File: src/rtl/uart_mem_loader_pkg.sv
// Shared types and constants for the UART boot loader: FSM state encoding,
// frame sync byte and the small byte-lane / checksum helpers.
package uart_mem_loader_pkg;

  typedef enum logic [3:0] {
    ST_SYNC = 4'd0,
    ST_LEN0 = 4'd1,
    ST_LEN1 = 4'd2,
    ST_LEN2 = 4'd3,
    ST_LEN3 = 4'd4,
    ST_DATA = 4'd5,
    ST_CSUM = 4'd6,
    ST_DONE = 4'd7,
    ST_ERR  = 4'd8
  } loader_state_t;

  localparam logic [7:0] SYNC_BYTE = 8'h5A;

  function automatic logic [3:0] lane_mask(input logic [1:0] idx);
    return 4'b0001 << idx;
  endfunction

  function automatic logic [7:0] csum_add(input logic [7:0] acc, input logic [7:0] data);
    return acc + data;
  endfunction

endpackage

File: src/rtl/uart_mem_loader_uart_rx.sv
// 8N1 UART receiver: 2-flop synchroniser, mid-bit sampling, start-glitch
// rejection and a one-cycle byte_valid strobe with a stop-bit frame_err flag.
module loader_uart_rx
  #(
    parameter int CLOCK_RATE = 100_000_000,
    parameter int BAUD_RATE  = 115200
  )
  (
    input  logic       clk,
    input  logic       rstn,
    input  logic       rx,
    output logic       byte_valid,
    output logic [7:0] byte_data,
    output logic       frame_err
  );

  localparam int P    = CLOCK_RATE / BAUD_RATE;
  localparam int HALF = P / 2;
  localparam int CW   = $clog2(P + 1);

  typedef enum logic [1:0] {
    RX_IDLE  = 2'd0,
    RX_START = 2'd1,
    RX_DATA  = 2'd2,
    RX_STOP  = 2'd3
  } rx_state_t;

  logic [1:0]    sync_r;
  logic          rx_prev_r;
  logic          rx_s;
  logic          fell_s;
  rx_state_t     state_r;
  logic [CW-1:0] tick_r;
  logic [2:0]    bit_r;
  logic [7:0]    shift_r;

  assign rx_s   = sync_r[1];
  assign fell_s = rx_prev_r & ~rx_s;

  // Synchroniser and edge-detect history; both reset to the idle-high level
  always_ff @(posedge clk or negedge rstn) begin
    if (!rstn) begin
      sync_r    <= 2'b11;
      rx_prev_r <= 1'b1;
    end else begin
      sync_r    <= {sync_r[0], rx};
      rx_prev_r <= sync_r[1];
    end
  end

  // Bit-timing state machine; start bit is re-checked at half a period
  always_ff @(posedge clk or negedge rstn) begin
    if (!rstn) begin
      state_r    <= RX_IDLE;
      tick_r     <= '0;
      bit_r      <= 3'd0;
      shift_r    <= 8'h00;
      byte_valid <= 1'b0;
      byte_data  <= 8'h00;
      frame_err  <= 1'b0;
    end else begin
      byte_valid <= 1'b0;
      case (state_r)
        RX_IDLE: begin
          tick_r <= '0;
          bit_r  <= 3'd0;
          if (fell_s) begin
            state_r <= RX_START;
          end
        end
        RX_START: begin
          if (tick_r == CW'(HALF - 1)) begin
            tick_r  <= '0;
            state_r <= rx_s ? RX_IDLE : RX_DATA;
          end else begin
            tick_r <= tick_r + CW'(1);
          end
        end
        RX_DATA: begin
          if (tick_r == CW'(P - 1)) begin
            tick_r  <= '0;
            shift_r <= {rx_s, shift_r[7:1]};
            bit_r   <= bit_r + 3'd1;
            if (bit_r == 3'd7) begin
              state_r <= RX_STOP;
            end
          end else begin
            tick_r <= tick_r + CW'(1);
          end
        end
        RX_STOP: begin
          if (tick_r == CW'(P - 1)) begin
            tick_r     <= '0;
            byte_valid <= 1'b1;
            byte_data  <= shift_r;
            frame_err  <= ~rx_s;
            state_r    <= RX_IDLE;
          end else begin
            tick_r <= tick_r + CW'(1);
          end
        end
        default: state_r <= RX_IDLE;
      endcase
    end
  end

endmodule

File: src/rtl/uart_mem_loader.sv
// Boot-time image loader: parses a framed UART image into byte writes and holds
// the core in reset until done. Define LOADER_CHECKSUM_EN for the trailing checksum.
module uart_mem_loader
  import uart_mem_loader_pkg::*;
  #(
    parameter int          CLOCK_RATE = 100_000_000,
    parameter int          BAUD_RATE  = 115200,
    parameter int          ADDR_WIDTH = 14,
    parameter logic [31:0] MAX_BYTES  = 32'he000
  )
  (
    input  logic                  clk,
    input  logic                  rstn,
    input  logic                  rx,
    output logic                  mem_write,
    output logic [3:0]            mem_wmask,
    output logic [31:0]           mem_wdata,
    output logic                  mem_wgrubby,
    output logic [ADDR_WIDTH-1:0] mem_addr,
    output logic                  core_rstn,
    output logic                  loading,
    output logic                  error
  );

  logic          byte_valid;
  logic [7:0]    rx_byte;
  logic          frame_err;
  loader_state_t state_r;
  logic [31:0]   cnt_r;
  logic [31:0]   len_r;
  logic [31:0]   len_full_s;
  logic          last_s;
`ifdef LOADER_CHECKSUM_EN
  logic [7:0]    sum_r;
`endif

  loader_uart_rx #(
    .CLOCK_RATE (CLOCK_RATE),
    .BAUD_RATE  (BAUD_RATE)
  ) u_rx (
    .clk        (clk),
    .rstn       (rstn),
    .rx         (rx),
    .byte_valid (byte_valid),
    .byte_data  (rx_byte),
    .frame_err  (frame_err)
  );

  assign len_full_s  = {rx_byte, len_r[23:0]};
  assign last_s      = (cnt_r == (len_r - 32'd1));
  assign mem_wgrubby = 1'b0;

  // Frame parser and write port; status outputs follow the state one cycle later
  always_ff @(posedge clk or negedge rstn) begin
    if (!rstn) begin
      state_r   <= ST_SYNC;
      cnt_r     <= 32'd0;
      len_r     <= 32'd0;
`ifdef LOADER_CHECKSUM_EN
      sum_r     <= 8'h00;
`endif
      mem_write <= 1'b0;
      mem_wmask <= 4'b0000;
      mem_wdata <= 32'h0000_0000;
      mem_addr  <= '0;
      core_rstn <= 1'b0;
      loading   <= 1'b0;
      error     <= 1'b0;
    end else begin
      mem_write <= 1'b0;
      loading   <= (state_r != ST_DONE);
      core_rstn <= (state_r == ST_DONE);
      error     <= (state_r == ST_ERR);
      if (byte_valid) begin
        case (state_r)
          ST_SYNC: begin
            if (!frame_err && (rx_byte == SYNC_BYTE)) begin
              state_r <= ST_LEN0;
              cnt_r   <= 32'd0;
`ifdef LOADER_CHECKSUM_EN
              sum_r   <= 8'h00;
`endif
            end
          end
          ST_LEN0, ST_LEN1, ST_LEN2: begin
            if (frame_err) begin
              state_r <= ST_ERR;
              error   <= 1'b1;
            end else begin
              case (state_r)
                ST_LEN0: begin len_r[7:0]   <= rx_byte; state_r <= ST_LEN1; end
                ST_LEN1: begin len_r[15:8]  <= rx_byte; state_r <= ST_LEN2; end
                ST_LEN2: begin len_r[23:16] <= rx_byte; state_r <= ST_LEN3; end
                default: state_r <= ST_ERR;
              endcase
            end
          end
          ST_LEN3: begin
            len_r <= len_full_s;
            if (frame_err || (len_full_s > MAX_BYTES)) begin
              state_r <= ST_ERR;
              error   <= 1'b1;
            end else if (len_full_s == 32'd0) begin
`ifdef LOADER_CHECKSUM_EN
              state_r   <= ST_CSUM;
`else
              state_r   <= ST_DONE;
              core_rstn <= 1'b1;
              loading   <= 1'b0;
`endif
            end else begin
              state_r <= ST_DATA;
            end
          end
          ST_DATA: begin
            if (frame_err) begin
              state_r <= ST_ERR;
              error   <= 1'b1;
            end else begin
              mem_write <= 1'b1;
              mem_addr  <= cnt_r[ADDR_WIDTH+1:2];
              mem_wmask <= lane_mask(cnt_r[1:0]);
              mem_wdata <= {4{rx_byte}};
              cnt_r     <= cnt_r + 32'd1;
`ifdef LOADER_CHECKSUM_EN
              sum_r     <= csum_add(sum_r, rx_byte);
              if (last_s) begin
                state_r <= ST_CSUM;
              end
`else
              if (last_s) begin
                state_r   <= ST_DONE;
                core_rstn <= 1'b1;
                loading   <= 1'b0;
              end
`endif
            end
          end
`ifdef LOADER_CHECKSUM_EN
          ST_CSUM: begin
            // Payload sum plus checksum byte must wrap to zero
            if (!frame_err && (csum_add(sum_r, rx_byte) == 8'h00)) begin
              state_r   <= ST_DONE;
              core_rstn <= 1'b1;
              loading   <= 1'b0;
            end else begin
              state_r <= ST_ERR;
              error   <= 1'b1;
            end
          end
`endif
          ST_DONE, ST_ERR: begin
            state_r <= state_r;
          end
          default: begin
            state_r <= ST_ERR;
            error   <= 1'b1;
          end
        endcase
      end
    end
  end

endmodule
File: config.mk
export PLATFORM = sky130hd
export DESIGN_NAME = uart_mem_loader
export DESIGN_NICKNAME = d
export VERILOG_FILES = /design/src/rtl/uart_mem_loader_pkg.sv /design/src/rtl/uart_mem_loader_uart_rx.sv /design/src/rtl/uart_mem_loader.sv
export SDC_FILE = /design/constraint.sdc
export NUM_CORES = 1
export LEC_CHECK = 0
export CORE_ASPECT_RATIO = 0.7
export CORE_MARGIN = 3
export CORE_UTILIZATION = 30
export CTS_CLUSTER_DIAMETER = 60
export DETAILED_ROUTE_END_ITERATION = 8
export GPL_TIMING_DRIVEN = 0
export PLACE_DENSITY_LB_ADDON = 0.3
export SLEW_MARGIN = 15
export SYNTH_ARGS = -nofsm -noshare
export SYNTH_HDL_FRONTEND = slang
export SYNTH_SLANG_ARGS = --single-unit
File: constraint.sdc
create_clock -name clk -period 7.5 [get_ports clk]
set_input_delay 1.5 -clock clk [delete_from_list [all_inputs] [get_ports clk]]
set_output_delay 1.5 -clock clk [all_outputs]
set_load 0.03 [all_outputs]
Yosys cells after proc, flatten, opt, wreduce, memory -nomap -nowiden
Cells that the tools add are included.
Storage, ports and cells
  register bits: 158
  logic and storage cells: 124
  input bits: 3
Cells by class
  bitwise gates (word level): 4
  shift-type cells: 1
  muxes and demuxes: 44
  $lt $le $gt $ge: 1
  add/subtract/negate cells: 4
  reductions and logical operators: 24
  equality and inequality tests: 24
Operators with widths (count)
  $mux W32: 2
  $pmux W32 S2: 1
  $add A32 B1 Y32 const B: 1
  $eq A32 B32 Y1: 1
  $gt A32 B16 Y1 const B: 1
  $logic_not A32 Y1: 1
  $sub A32 B1 Y32 const B: 1
  $pmux W10 S3: 1
  $mux W10: 2
  $mux W4: 5
  $pmux W4 S5: 1
  $reduce_and A4 Y1: 5
  $mux W1: 18
  $mux W2: 7
  $eq A4 B3 Y1 const B: 3
  $pmux W4 S3: 1
  $add A10 B1 Y10 const B: 1
  $eq A10 B10 Y1 const B: 1
  $eq A10 B9 Y1 const B: 1
  $ne A2 B1 Y1 const B: 5
  $eq A4 B2 Y1 const B: 2
  $eq A8 B7 Y1 const B: 1
  $pmux W2 S4: 1
  $reduce_and A2 Y1: 4
  other kinds (27): 35

Depth between registers and ports, before layout
Gate-level depths: netlist (run 1).
  depth in word-level cells: 6
  gate-level depth with buffers: 10
  mapped depth without buffers: 10

Modules after synthesis
Synthesis (run 1) repeated with hierarchy kept, for this count alone.
Second synthesis, totals
  cell total of the unflattened synthesis: 766
  area total of the unflattened synthesis: 7412.1 um2
By module, submodules not included
  uart_mem_loader: times used 1, cells an instance 639, area each 5824.3 um2
  loader_uart_rx: times used 1, cells an instance 127, area each 1587.8 um2

Worst setup path after synthesis (run 1)
No wires, ideal clock.
  kind: register -> register
  start: register len_r[23]
  end: register loading
  period minus slack after synthesis: 2.822 ns
  data arrival time: 2.686 ns
  setup slack: 4.678 ns
  library setup time: 0.136 ns
  stages on the path, launching flop included: 9
  cell sequence: dfrtp_1 or4_1 nor4_1 nand3_1 or3_1 xnor2_1 or4_1 nor4_2 a21oi_1
On the way
  word-level cells in the longest chain between the ends: 6
Ends and longest elaborated chain
  start: declaration: line uart_mem_loader.sv:30  | logic [31:0] len_r;
  start signal: assignment: line uart_mem_loader.sv:99  | len_r <= len_full_s;
  $sub A32 B1 Y32: line uart_mem_loader.sv:50  | assign last_s = (cnt_r == (len_r - 32'd1));
  $eq A32 B32 Y1: line uart_mem_loader.sv:50
  $mux W1: line uart_mem_loader.sv:131  | if (last_s) begin
  $mux W1: line uart_mem_loader.sv:116  | if (frame_err) begin
  $pmux W1 S2 (*): line uart_mem_loader.sv:75  | case (state_r)
  $mux W1 (*): line uart_mem_loader.sv:74  | if (byte_valid) begin
  end signal: assignment: line uart_mem_loader.sv:71  | loading <= (state_r != ST_DONE);
  end: declaration: line uart_mem_loader.sv:21  | output logic loading,
Every way passes the cells marked *; elsewhere a longest branch is shown, timed or not.
A chain may end at the register's enable or synchronous reset.

Worst setup path in the final report (run 1)
  start: register u_rx.byte_data[7]
  end: register cnt_r[26]
On the way
  word-level cells in the longest chain between the ends: 4
Ends and longest elaborated chain
  start: declaration: line uart_mem_loader_uart_rx.sv:13  | output logic [7:0] byte_data,
  start signal: assignment: line uart_mem_loader_uart_rx.sv:95  | byte_data <= shift_r;
  $eq A8 B7 Y1: line uart_mem_loader.sv:77  | if (!frame_err && (rx_byte == SYNC_BYTE)) begin
  $logic_and A1 B1 Y1: line uart_mem_loader.sv:77
  $ne A2 B2 Y1 (no line)
  $reduce_and A4 Y1 (no line)
  end signal: assignment: line uart_mem_loader.sv:124  | cnt_r <= cnt_r + 32'd1;
  end: declaration: line uart_mem_loader.sv:29  | logic [31:0] cnt_r;
No other way between the ends.

==> qor.txt, run 1 <==
Share of cells above drive strength 1 = 16.81%
CTS Buffer Depth = 2
Num CTS Buffers = 17
Cell taking the most area after synthesis = dfrtp_1
GRT overflow = 0
Area Growth Syn to Fin = 22.10%
Initial antenna violation count = 0
Worst setup margin = 3920 ps
RSZ-0062 raised after global routing = no
Routed WL per cell = 16.32 um
Async S/R FF share, synth = 100.0%
GRT Util Overall = 14.75%
CTS clk-pin slew, worst paths = 60 ps
Fin crit period = 3580 ps
H-Tree Depth = 4
IO Count = 58
Syn nets = 732
Vias in the first global route = 5238
Initial Util = 31.15%
Root Driver = clkbuf_16
Seq/Total Area, Yosys = 46.58%
Post-cts hold buffer count = 0
Syn avg cell area = 10.01 um2
First-pass GRT wire length = 29.70 mm
Ys flop type = dfrtp_1
HP Class = flop to flop
Cell count after synthesis = 720
DRT antenna net count = 0
Count of cell types in the netlist = 69
Max transition margin = 46.01%
CP Launch Type = flop
Outcome = completed
CTS tree = built
Post-CTS sizing = 0
CP required = 7800 ps
Vias = 5496
Synth Cell Area = 7207 um2
1st-iter DRT viols = 372
Pre-CTS setup slack = 4038 ps
Dpl cells = 1089
Maxcap violations = 0
Clock sinks = 134
Post-synth EDFFs = 0
Clock Latency Late Sink = 430 ps
Pwr dens = 189.6 nW/um2
Die footprint = 25950 um2
ANT cells = 0
Final cell count without fillers = 1121
Routed WL = 18.30 mm
DRT Pass-1 Iters = 5
#FFs+latches synth = 134
Clk_skew = 12.19 ps
Post-CTS Setup Inserts = 0
Vias per cell = 4.903
Period utilization = 47.74%
FF-to-FF path depth = 8
Final hold slack = 356.3 ps
Leak pwr = 0.004095 uW
Hold path depth = 0
Final Hold Vio Count = 0
Worst-margin pin slew = 809.8 ps
Critical Path Sink Type = flop
Worst VDD drop = 148.3 uV
Synthesis Warnings = 0
Fillers = 2336
CORE AREA = 23140 um2
Fmax achieved = 279.3 MHz
Remaining DRCs = 0
Arrival @ worst endpoint = 3880 ps
Placer Congestion = 0.8794
Crit Path Max Fanout = 10
Yosys top cell area share = 45.49%
# rows = 46
Die Height = 135.7 um
Final Setup Violations = 0
Final slew viol count = 0
Port buffer count = 56
Largest cells by area after synthesis = dfrtp_1 (45%), mux2_2 (7.7%), nand2_1 (5.7%)
Largest net degree at the start of global routing = 94
Die W = 191.3 um
Crit Path Category = flop to flop
HPWL after DPL = 13.17 mm
Nets@finish = 808
worst max-delay path, stage by stage, from the launching register on:
cell	delay [ps]
dfrtp_1	510
or4_1	620
nor4_2	280
a31oi_1	310
nand2b_4	290
nor2_1	370
clkbuf_1	640
buf_2	350
nor2_1	70
area by class of cell:
class	instances	area, um2	share of cell area, %
inverter	15	56.30	0.6398
tap	312	390.4	4.436
multi-input combinational	524	3513	39.93
clock inverter	13	170.2	1.934
clock buffer	19	432.9	4.920
buffer	47	286.5	3.256
timing repair buffer	57	593.1	6.740
sequential	134	3357	38.15
registers in the layout, indices dropped and copies added (netlist names), 2 cells and up, named ones only:
register	count
cnt_r	32
len_r	32
mem_addr	14
mem_wdata	8
mem_wmask	4
state_r	4
u_rx.bit_r	3
u_rx.byte_data	8
u_rx.shift_r	8
u_rx.sync_r	2
u_rx.tick_r	10
cell usage in the layout (no fill, tap or decap), types with 10 or more instances in the layout:
| cell | netlist | routed |
|---|---|---|
| xnor2_1 | 39 | 39 |
| o21ai_0 | 25 | 25 |
| inv_1 | 14 | 14 |
| nand4_1 | 14 | 14 |
| clkbuf_16 | 0 | 17 |
| dfrtp_1 | 131 | 131 |
| clkdlybuf4s50_1 | 0 | 55 |
| xor2_1 | 34 | 34 |
| buf_4 | 25 | 25 |
| a21oi_1 | 20 | 20 |
| nor2_1 | 54 | 54 |
| or3_1 | 10 | 10 |
| nor3_1 | 16 | 16 |
| nand2_1 | 109 | 109 |
| nand3_1 | 27 | 27 |
| clkbuf_1 | 16 | 18 |
| mux2_2 | 49 | 49 |
| and3_1 | 15 | 15 |
where the power goes:
group | switching, uW | leakage, uW | internal [uW] | total [uW]
logic | 40.2 | 0.00196 | 15.2 | 55.4
clock network | 345 | 0.000285 | 528 | 873
registers | 6.73 | 0.00185 | 733 | 740
total | 392 | 0.00409 | 1280 | 1670
path summary, 6_finish.rpt:
kind	start	endpoint	slack, ps
setup reg to reg	u_rx.byte_data[7]	cnt_r[26]	3920
min in group asynchronous	rstn	cnt_r[30]	960
max in group asynchronous	rstn	u_rx.sync_r[0]	5760
hold / removal	u_rx.sync_r[0]	u_rx.sync_r[1]	360
hold reg to reg	u_rx.sync_r[0]	u_rx.sync_r[1]	360
setup / recovery	u_rx.byte_data[7]	cnt_r[26]	3920
through the flow:
| stage | utilization [%] | instance area (um2) | setup TNS [ps] | power, uW |
|---|---|---|---|---|
| final | 38.03 | 8800 | 0 | 1668 |
| after global routing | 38.03 | 8800 | 0 | 1726 |
| after CTS | 38.01 | 8793 | 0 | 1691 |
| after detailed placement | 35.40 | 8190 | 0 | 810.2 |
| after global placement | 35.26 | 8158 | -86370 | 806.8 |
| after floorplan | - | 7207 | 0 | 781.1 |
cells by family after synthesis:
group	Yosys count	share of synthesized area, %
buffers and inverters	62	4.757
other	1	0.05203
DFF	134	46.58
muxes	50	7.795
xor gates and xnor gates	73	8.872
AOI/OAI and AO/OA	80	6.979
adders and majority gates	9	1.563
and+or+nand+nor	311	23.40
per-layer routing:
metal / global-route usage, % / up-vias / routed length, um / part of all wire, %
li1: - / 2648 / - / -
met1: 23.91 / 2677 / 10050 / 55
met2: 18.35 / 148 / 6810 / 37
met3: 4.319 / 23 / 1180 / 6.4
met4: 3.910 / 0 / 257 / 1.4
met5: 0 / - / 0 / 0
synth_stat cells, drive strengths merged, types with 4 or more instances:
cell type and n:
dfrtp 131, nand2 109, nor2 55, mux2 49, xnor2 39, xor2 34, buf 31, nand3 27
o21ai 26, a21oi 20, nor3 17, nor4 17, clkbuf 16, and3 15, inv 14, nand4 14
or3 11, or4 10, ha 9, and2 8, nor4b 6, nand3b 4, nor3b 4, o31ai 4
Power figures use the tool's default switching activity.
==> run 2: changes to the inputs <==
clock period = 3.3 ns   (was 7.5 ns; I/O delays follow)
==> run 2 against run 1 <==
Utilization up 0.26 points. Wire length up 0.35%. Worst hold slack worse by 230 ps. Global-route usage about the same. Die area unchanged. Via count up 0.73%. Sequential share of layout area down 0.26 points. Clock skew up 2.5 ps. Largest power group unchanged.
==> qor.txt, run 2 (synthesis results as in run 1) <==
Final slew viol count = 0
CTS clk-pin slew, worst paths = 60 ps
H-Tree Depth = 4
Commonest non-fill, non-tap cell in the layout = dfrtp_1
1st-iter DRT viols = 375
HPWL after DPL = 13.17 mm
Crit. Startpoint = len_r[0]
Remaining DRCs = 0
Top Usage Layer GRT = met1
CP dominant cell by count = nor4_2
Clock sinks = 134
Largest net degree at the start of global routing = 94
R2r setup slk = 90 ps
Critical Path Sink Type = flop
DRT Pass-1 Iters = 5
Die footprint = 25950 um2
Worst-margin pin slew = 807.9 ps
# rows = 46
Post-cts hold buffer count = 0
Clk pwr share = 52.3%
Crit path cell chain = inv_1 > ha_1 > or4b_4 > nor4_2 > xnor2_1 > o21ai_0 > nor4_2 > nand4_1 > nor4_4 > a21oi_1
Worst VDD drop = 336.5 uV
DRT antenna net count = 0
Area Growth Syn to Fin = 22.95%
Period utilization = 97.35%
Combinational power share = 3.3%
GR Util met1 = 23.93%
RSZ-0062 raised after global routing = no
Crit path depth = 10
Placer Congestion = 0.8794
Most frequent cells in the layout = dfrtp_1 (131), nand2_1 (109), clkdlybuf4s50_1 (55)
Maxcap violations = 0
Pwr dens = 427.8 nW/um2
Worst path slowest cell = or4b_4
Clock Latency Late Sink = 430 ps
Fin crit period = 3212 ps
Max incr delay on CP = 550 ps
Grt met2 use = 18.33%
CTS Buffer Depth = 2
Worst setup margin = 87.60 ps
CP top delay family = simple AND/OR/NAND/NOR gates
GRT overflow = 0
CTS tree = built
Final Hold Vio Count = 0
Vias = 5536
Die W = 191.3 um
Share of cells above drive strength 1 = 17.65%
GRT Util Overall = 14.77%
Max transition margin = 46.14%
CP Buf/Inv Count = 1
Multi-input gate area = 3563 um2
IO Count = 58
FF-to-FF path depth = 10
Routed WL = 18.36 mm
CORE AREA = 23140 um2
Pre-CTS setup slack = -161.7 ps
Register share of total power = 44.4%
Die Height = 135.7 um
Initial antenna violation count = 0
First-pass GRT wire length = 29.73 mm
Vias per cell = 4.934
CP Launch Type = flop
ANT cells = 0
Crit Path Max Fanout = 6
Nets@finish = 809
Outcome = completed
Int Pwr = 2901 uW
Fmax achieved = 311.3 MHz
HP Class = input pin to asynchronous set/reset pin
Met3 usage = 4.396%
Total power = 3791 uW
Critical R2R Capture = loading
Leak pwr = 0.004145 uW
Initial Util = 31.15%
Final Setup Violations = 0
Fillers = 2335
Arrival @ worst endpoint = 3500 ps
CP required = 3580 ps
Root Driver = clkbuf_16
Clk_skew = 14.72 ps
Num CTS Buffers = 17
Sequential cell area = 3357 um2
Port buffer count = 56
Routed WL per cell = 16.36 um
CP endpoint = loading
Net Sw Frac = 23.47%
Regs by FF count = cnt_r x32, len_r x32, mem_addr x14
Crit Path Category = flop to flop
Vias in the first global route = 5243
P_sw = 889.9 uW
Worst reg2reg startpoint = len_r[0]
==> run 2: final cells by class <==
cell class	count	share of cell area, %
Clock inverter	13	1.920
Sequential cell	134	37.88
Inverter	15	0.6354
Multi-Input combinational cell	524	40.21
Clock buffer	19	4.886
Tap cell	312	4.406
Buffer	47	3.276
Timing Repair Buffer	58	6.778
==> run 2: timing repair <==
action	CTS	global route
gates cloned	0	0
setup endpoints to repair	13	14
resized for setup	4	8
pin swaps	0	1
setup buffers	0	1
==> run 2: worst reg2reg max path, stage by stage, from the launching register on <==
cell,delay (ps)
dfrtp_1,440
inv_1,80
ha_1,210
or4b_4,550
nor4_2,470
xnor2_1,160
o21ai_0,140
nor4_2,280
nand4_1,190
nor4_4,370
a21oi_1,170
==> run 2: metrics by stage <==
| step | std cells | utilization (%) | instance area, um2 | hold slack, ps | TNS [ps] |
|---|---|---|---|---|---|
| after floorplan | 720 | - | 7207 | 345.2 | 0 |
| after global placement | 1088 | 35.26 | 8158 | 346.4 | -535280 |
| after detailed placement | 1089 | 35.40 | 8190 | 347.8 | -1731 |
| after CTS | 1121 | 38.10 | 8816 | 114.5 | 0 |
| after global routing | 1122 | 38.30 | 8861 | 141.6 | 0 |
| final | 1122 | 38.30 | 8861 | 122.5 | 0 |
==> run 2: worst min path at each step <==
stage | to | cells past startpoint
floorplan | u_rx.sync_r[1] | 0
global placement | u_rx.sync_r[1] | 0
detailed placement | u_rx.sync_r[1] | 0
CTS | cnt_r[24] | 1
global route | cnt_r[20] | 1
finish | len_r[18] | 1
==> run 2: routing by layer <==
layer	vias to the layer above	share of wire, %
li1	2657	-
met1	2714	54
met3	20	6.6
met2	145	38
met5	-	0
met4	0	1.2
==> run 2: power groups by stage <==
stage,sequential [uW],combinational (uW),clock (uW)
finish,1680,126,1980
global route,1690,147,2090
CTS,1680,130,2030
detailed placement,1710,129,0
global placement,1710,121,0
floorplan,1710,66.4,0
==> variant 1 (config.mk and constraints of run 1) <==
`CLOCK_RATE` is set to 100_000_000 in 2 places; all go to 200_000_000.
--- a/src/rtl/uart_mem_loader_uart_rx.sv
+++ b/src/rtl/uart_mem_loader_uart_rx.sv
@@ -4,3 +4,3 @@
   #(
-    parameter int CLOCK_RATE = 100_000_000,
+    parameter int CLOCK_RATE = 200_000_000,
     parameter int BAUD_RATE  = 115200
--- a/src/rtl/uart_mem_loader.sv
+++ b/src/rtl/uart_mem_loader.sv
@@ -5,3 +5,3 @@
   #(
-    parameter int          CLOCK_RATE = 100_000_000,
+    parameter int          CLOCK_RATE = 200_000_000,
     parameter int          BAUD_RATE  = 115200,
Function: no difference found for any inputs over 10 cycles, from zero or initial values and one cycle with rstn low; that may be too few to reach the edited logic, so the function may still have changed.
==> variant 1 against run 1 <==
- worst setup slack worse by 0.81 ns
- sequential cell count rose by 1
- final area shrank 0.44%
- count of clock-buffer cells in the layout down 1
- critical path type unchanged
- routed wire length decreased by 1.8%
- power decreased by 3.8%
- area after synthesis is 0.40% higher
- die area is 0.39% higher
- cell count rose by 4.4%
- critical endpoint is now loading
==> variant 1: results (changes against run 1) <==
INFO  metric outcome = complete, no violations (unchanged)
INFO  metric placed_cells_incl_taps = 1,138 (was 1,089)
INFO  metric detail_route.wirelength = 18.0 mm (was 18.3 mm)
INFO  metric timing.reg2reg.setup_slack = 3.11 ns (was 3.92 ns)
INFO  metric grt_pass1_vias = 5,383 (was 5,238)
INFO  metric vdd_drop_max = 140 uV (was 148 uV)
INFO  metric dp_slack = 3.20 ns (was 4.04 ns)
INFO  metric first_iter_violations = 368 (was 372)
INFO  metric grt_start_max_net_pins = 87 (was 94)
INFO  metric detailroute.via_count = 5,823 (was 5,496)
INFO  metric cp_slowest_stage_delay = 0.69 ns (was 0.64 ns)
INFO  metric fmaxAchievable = 0.228 GHz (was 0.279 GHz)
INFO  metric crit_path_start = len_r[0] (was u_rx.byte_data[7])
INFO  metric drt-vias-per-instance = 4.98 (was 4.90)
INFO  metric final_nets = 856 (was 808)
INFO  metric placer_congestion = 0.883 (was 0.879)
INFO  metric track_usage = 0.143 (was 0.148)
INFO  metric synth_seq_area_share = 0.467 (was 0.466)
INFO  metric static-leakage-power = 4.05 nW (was 4.09 nW)
INFO  metric ys_top_cells_by_count = sky130_fd_sc_hd__nand2_1 (145), sky130_fd_sc_hd__dfrtp_1 (132), sky130_fd_sc_hd__nor2_1 (55) (was sky130_fd_sc_hd__dfrtp_1 (131), sky130_fd_sc_hd__nand2_1 (109), sky130_fd_sc_hd__nor2_1 (54))
INFO  metric postSynthAreaPerCell = 9.41 um2 (was 10.0 um2)
INFO  metric critPathMaxFanout = 7 (was 10)
INFO  metric grt_pass1_wl = 29.4 mm (was 29.7 mm)
INFO  metric postPlaceCellArea = 0.00822 mm2 (was 0.00819 mm2)
INFO  metric power_frac_clock = 0.484 (was 0.523)
INFO  metric yosys-top-cells-area = sky130_fd_sc_hd__dfrtp_1 (46%), sky130_fd_sc_hd__nand2_1 (7.5%), sky130_fd_sc_hd__mux2_2 (6.4%), sky130_fd_sc_hd__xnor2_1 (3.9%), sky130_fd_sc_hd__nor2_1 (2.9%) (was sky130_fd_sc_hd__dfrtp_1 (45%), sky130_fd_sc_hd__mux2_2 (7.7%), sky130_fd_sc_hd__nand2_1 (5.7%), sky130_fd_sc_hd__xnor2_1 (4.7%), sky130_fd_sc_hd__xor2_1 (4.1%))
INFO  metric max_slew.worst_pin.slew = 0.991 ns (was 0.810 ns)
INFO  metric syn-num-nets = 780 (was 732)
INFO  metric worstPathArrival = 4.70 ns (was 3.88 ns)
INFO  metric fin_worst_skew = 0.0123 ns (was 0.0122 ns)
INFO  metric post_dp_hpwl = 12.7 mm (was 13.2 mm)
-- variant 1: changes by cell type in the layout (fill, tap and decap cells not counted), sizes merged, moves of 5 or more --
cell and delta:
o21ai +5, clkbuf +15, buf -5, mux2 -8
nand2 +36, nor2b +5, nand2b +6, nand3 -7
nor3 +6, xnor2 -7, xor2 -12
-- variant 1: worst min-delay path by stage --
stage                        start             end  slack, ns  cells past startpoint
floorplan           u_rx.sync_r[0]  u_rx.sync_r[1]       0.35                      0
global placement    u_rx.sync_r[0]  u_rx.sync_r[1]       0.35                      0
detailed placement  u_rx.sync_r[0]  u_rx.sync_r[1]       0.35                      0
CTS                 u_rx.sync_r[0]  u_rx.sync_r[1]       0.36                      0
global route        u_rx.sync_r[0]  u_rx.sync_r[1]       0.36                      0
finish              u_rx.sync_r[0]  u_rx.sync_r[1]       0.35                      0
-- variant 1: layer usage --
metal  up-vias  GRT usage  routed length [um]
li1       2823          -                   -
met1      2814      0.221                9380
met2       166      0.198                7350
met3        20     0.0338                1030
met4         0     0.0403                 208
met5         -          0                   0
-- variant 1: final cells by class --
type	instances	area (um2)
multi-input cells	560	3470
repair buffers	57	593
fillers	2335	14400
plain buffers	58	319
well taps	312	390
clock buffers	18	439
flip-flops and latches	135	3380
inverters	16	60.1
clock inverters	14	103
-- variant 1: kinds of logic (layout without fill, tap and decap cells) --
| family | count (synthesis) | after routing | synth area share |
|---|---|---|---|
| AOI/OAI and AO/OA | 98 | 98 | 0.0872 |
| xor gates and xnor gates | 54 | 54 | 0.0654 |
| other | 1 | 1 | 0.000518 |
| buffers and inverters | 74 | 163 | 0.0524 |
| DFF | 135 | 135 | 0.467 |
| adders and majority gates | 8 | 8 | 0.0138 |
| and+or+nand+nor | 354 | 354 | 0.244 |
| muxes | 45 | 45 | 0.0693 |
==> variant 2 (flow settings as in run 1) <==
Without the edit above. Register the output `mem_wmask` once more, with the module's reset; this adds one clock of latency there. The other outputs are not delayed to match.
--- a/src/rtl/uart_mem_loader.sv
+++ b/src/rtl/uart_mem_loader.sv
@@ -23,2 +23,4 @@
   );
+
+  logic [3:0] mem_wmask_s0;
 
@@ -62,3 +64,3 @@
       mem_write <= 1'b0;
-      mem_wmask <= 4'b0000;
+      mem_wmask_s0 <= 4'b0000;
       mem_wdata <= 32'h0000_0000;
@@ -121,3 +123,3 @@
               mem_addr  <= cnt_r[ADDR_WIDTH+1:2];
-              mem_wmask <= lane_mask(cnt_r[1:0]);
+              mem_wmask_s0 <= lane_mask(cnt_r[1:0]);
               mem_wdata <= {4{rx_byte}};
@@ -163,2 +165,10 @@
 
+  always_ff @(posedge clk or negedge rstn) begin
+    if (!rstn) begin
+      mem_wmask <= '0;
+    end else begin
+      mem_wmask <= mem_wmask_s0;
+    end
+  end
+
 endmodule
Formal check against the unedited RTL: same outputs for any inputs over 10 cycles, from zero or initial values and one cycle with rstn low; that may be too few to reach the edited logic, so the function may still have changed.
==> variant 2 against run 1 <==
- critical path depth grew 2
- fmax increased by 2.4%
- largest cell class unchanged
- core utilization shrank 0.52 points
- area after synthesis rose by 1.2%
- worst setup slack improved by 0.086 ns
- hold slack better by 0.00060 ns
- final area is 1.3% higher
- sequential cell count rose by 4
- power grew 3.9%
- routed wire length is 4.8% lower
==> variant 2: results (changes against run 1) <==
INFO  metric outcome = complete, no violations (unchanged)
INFO  metric synth_fa_ha_area_frac = 0.0154 (was 0.0156)
INFO  metric post_dp_hpwl = 12.4 mm (was 13.2 mm)
INFO  metric critPathMaxFanout = 7 (was 10)
INFO  metric crit_path_start = len_r[0] (was u_rx.byte_data[7])
INFO  metric grt_pass1_vias = 5,176 (was 5,238)
INFO  metric drt-vias-per-instance = 4.90 (about the same)
INFO  metric first_iter_violations = 289 (was 372)
INFO  metric yosys-top-cells-area = sky130_fd_sc_hd__dfrtp_1 (46%), sky130_fd_sc_hd__mux2_2 (11%), sky130_fd_sc_hd__xor2_1 (5.3%), sky130_fd_sc_hd__xnor2_1 (3.5%), sky130_fd_sc_hd__nor2_1 (3.3%) (was sky130_fd_sc_hd__dfrtp_1 (45%), sky130_fd_sc_hd__mux2_2 (7.7%), sky130_fd_sc_hd__nand2_1 (5.7%), sky130_fd_sc_hd__xnor2_1 (4.7%), sky130_fd_sc_hd__xor2_1 (4.1%))
INFO  metric ys_top_cells_by_count = sky130_fd_sc_hd__dfrtp_1 (135), sky130_fd_sc_hd__mux2_2 (72), sky130_fd_sc_hd__nor2_1 (64) (was sky130_fd_sc_hd__dfrtp_1 (131), sky130_fd_sc_hd__nand2_1 (109), sky130_fd_sc_hd__nor2_1 (54))
INFO  metric layout.filler_cells = 2,379 (was 2,336)
INFO  metric drive_above_1_share = 0.198 (was 0.168)
INFO  metric detail_route.wirelength = 17.4 mm (was 18.3 mm)
INFO  metric postPlaceCellArea = 0.00829 mm2 (was 0.00819 mm2)
INFO  metric grt_start_max_net_pins = 79 (was 94)
INFO  metric syn-num-nets = 700 (was 732)
INFO  metric r2r-end = loading (was cnt_r[26])
INFO  metric synth_xor_area_frac = 0.0877 (was 0.0887)
INFO  metric vdd_drop_max = 150 uV (was 148 uV)
INFO  metric multiplexer_fraction_of_the_synthesized_cell_area = 0.114 (was 0.0780)
INFO  metric powerDensity = 195 mW/mm2 (was 190 mW/mm2)
INFO  metric crit_path_top_delay_cell = sky130_fd_sc_hd__or4b_4 (was sky130_fd_sc_hd__clkbuf_1)
INFO  metric max_slew.worst_pin.slew = 0.934 ns (was 0.810 ns)
INFO  metric r2r.worst_path.cells = 10 (was 8)
INFO  metric placer_congestion = 0.871 (was 0.879)
INFO  metric track_usage = 0.139 (was 0.148)
INFO  metric fin_worst_skew = 0.0101 ns (was 0.0122 ns)
INFO  metric timing.reg2reg.setup_slack = 4.01 ns (was 3.92 ns)
INFO  metric finalHoldWorstSlack = 0.357 ns (was 0.356 ns)
INFO  metric synth_compound_gate_area_share = 0.0707 (was 0.0698)
INFO  metric cp_slowest_stage_delay = 0.56 ns (was 0.64 ns)
## variant 2: where the power goes
group / switching [mW] / total [mW] / leakage (nW) / internal [mW]
sequential: 0.0114 / 0.771 / 1.91 / 0.759
clock: 0.328 / 0.886 / 0.300 / 0.558
combinational: 0.0553 / 0.0768 / 1.91 / 0.0215
## variant 2: worst register-to-register path, stage by stage, from the launching register on
cell	delay, ns
sky130_fd_sc_hd__dfrtp_1	0.46
sky130_fd_sc_hd__inv_1	0.09
sky130_fd_sc_hd__ha_1	0.31
sky130_fd_sc_hd__or4b_4	0.56
sky130_fd_sc_hd__nor4_4	0.35
sky130_fd_sc_hd__nand4_1	0.11
sky130_fd_sc_hd__and3b_1	0.19
sky130_fd_sc_hd__or4_1	0.55
sky130_fd_sc_hd__nor4_2	0.20
sky130_fd_sc_hd__nand4bb_1	0.23
sky130_fd_sc_hd__o31a_1	0.30
## variant 2: layout make-up
cell class / count / area share
multi-input cells: 480 / 0.388
flip-flops and latches: 138 / 0.388
repair buffers: 57 / 0.0665
clock buffers: 18 / 0.0482
well taps: 318 / 0.0446
plain buffers: 56 / 0.0364
clock inverters: 14 / 0.0222
inverters: 14 / 0.00590
## variant 2: stage by stage
step | std cells | setup WS [ns]
after floorplan | 688 | 4.50
after global placement | 1062 | -0.816
after detailed placement | 1063 | 4.05
after CTS | 1095 | 4.00
after global routing | 1095 | 3.87
final | 1095 | 4.01
## variant 2: layer usage
layer	track usage	vias up	share of wire	wire length [um]
met2	0.194	147	0.42	7270
met5	0	-	0	0
li1	-	2597	-	-
met4	0.0340	0	0.011	185
met1	0.209	2613	0.51	8900
met3	0.0389	12	0.061	1060
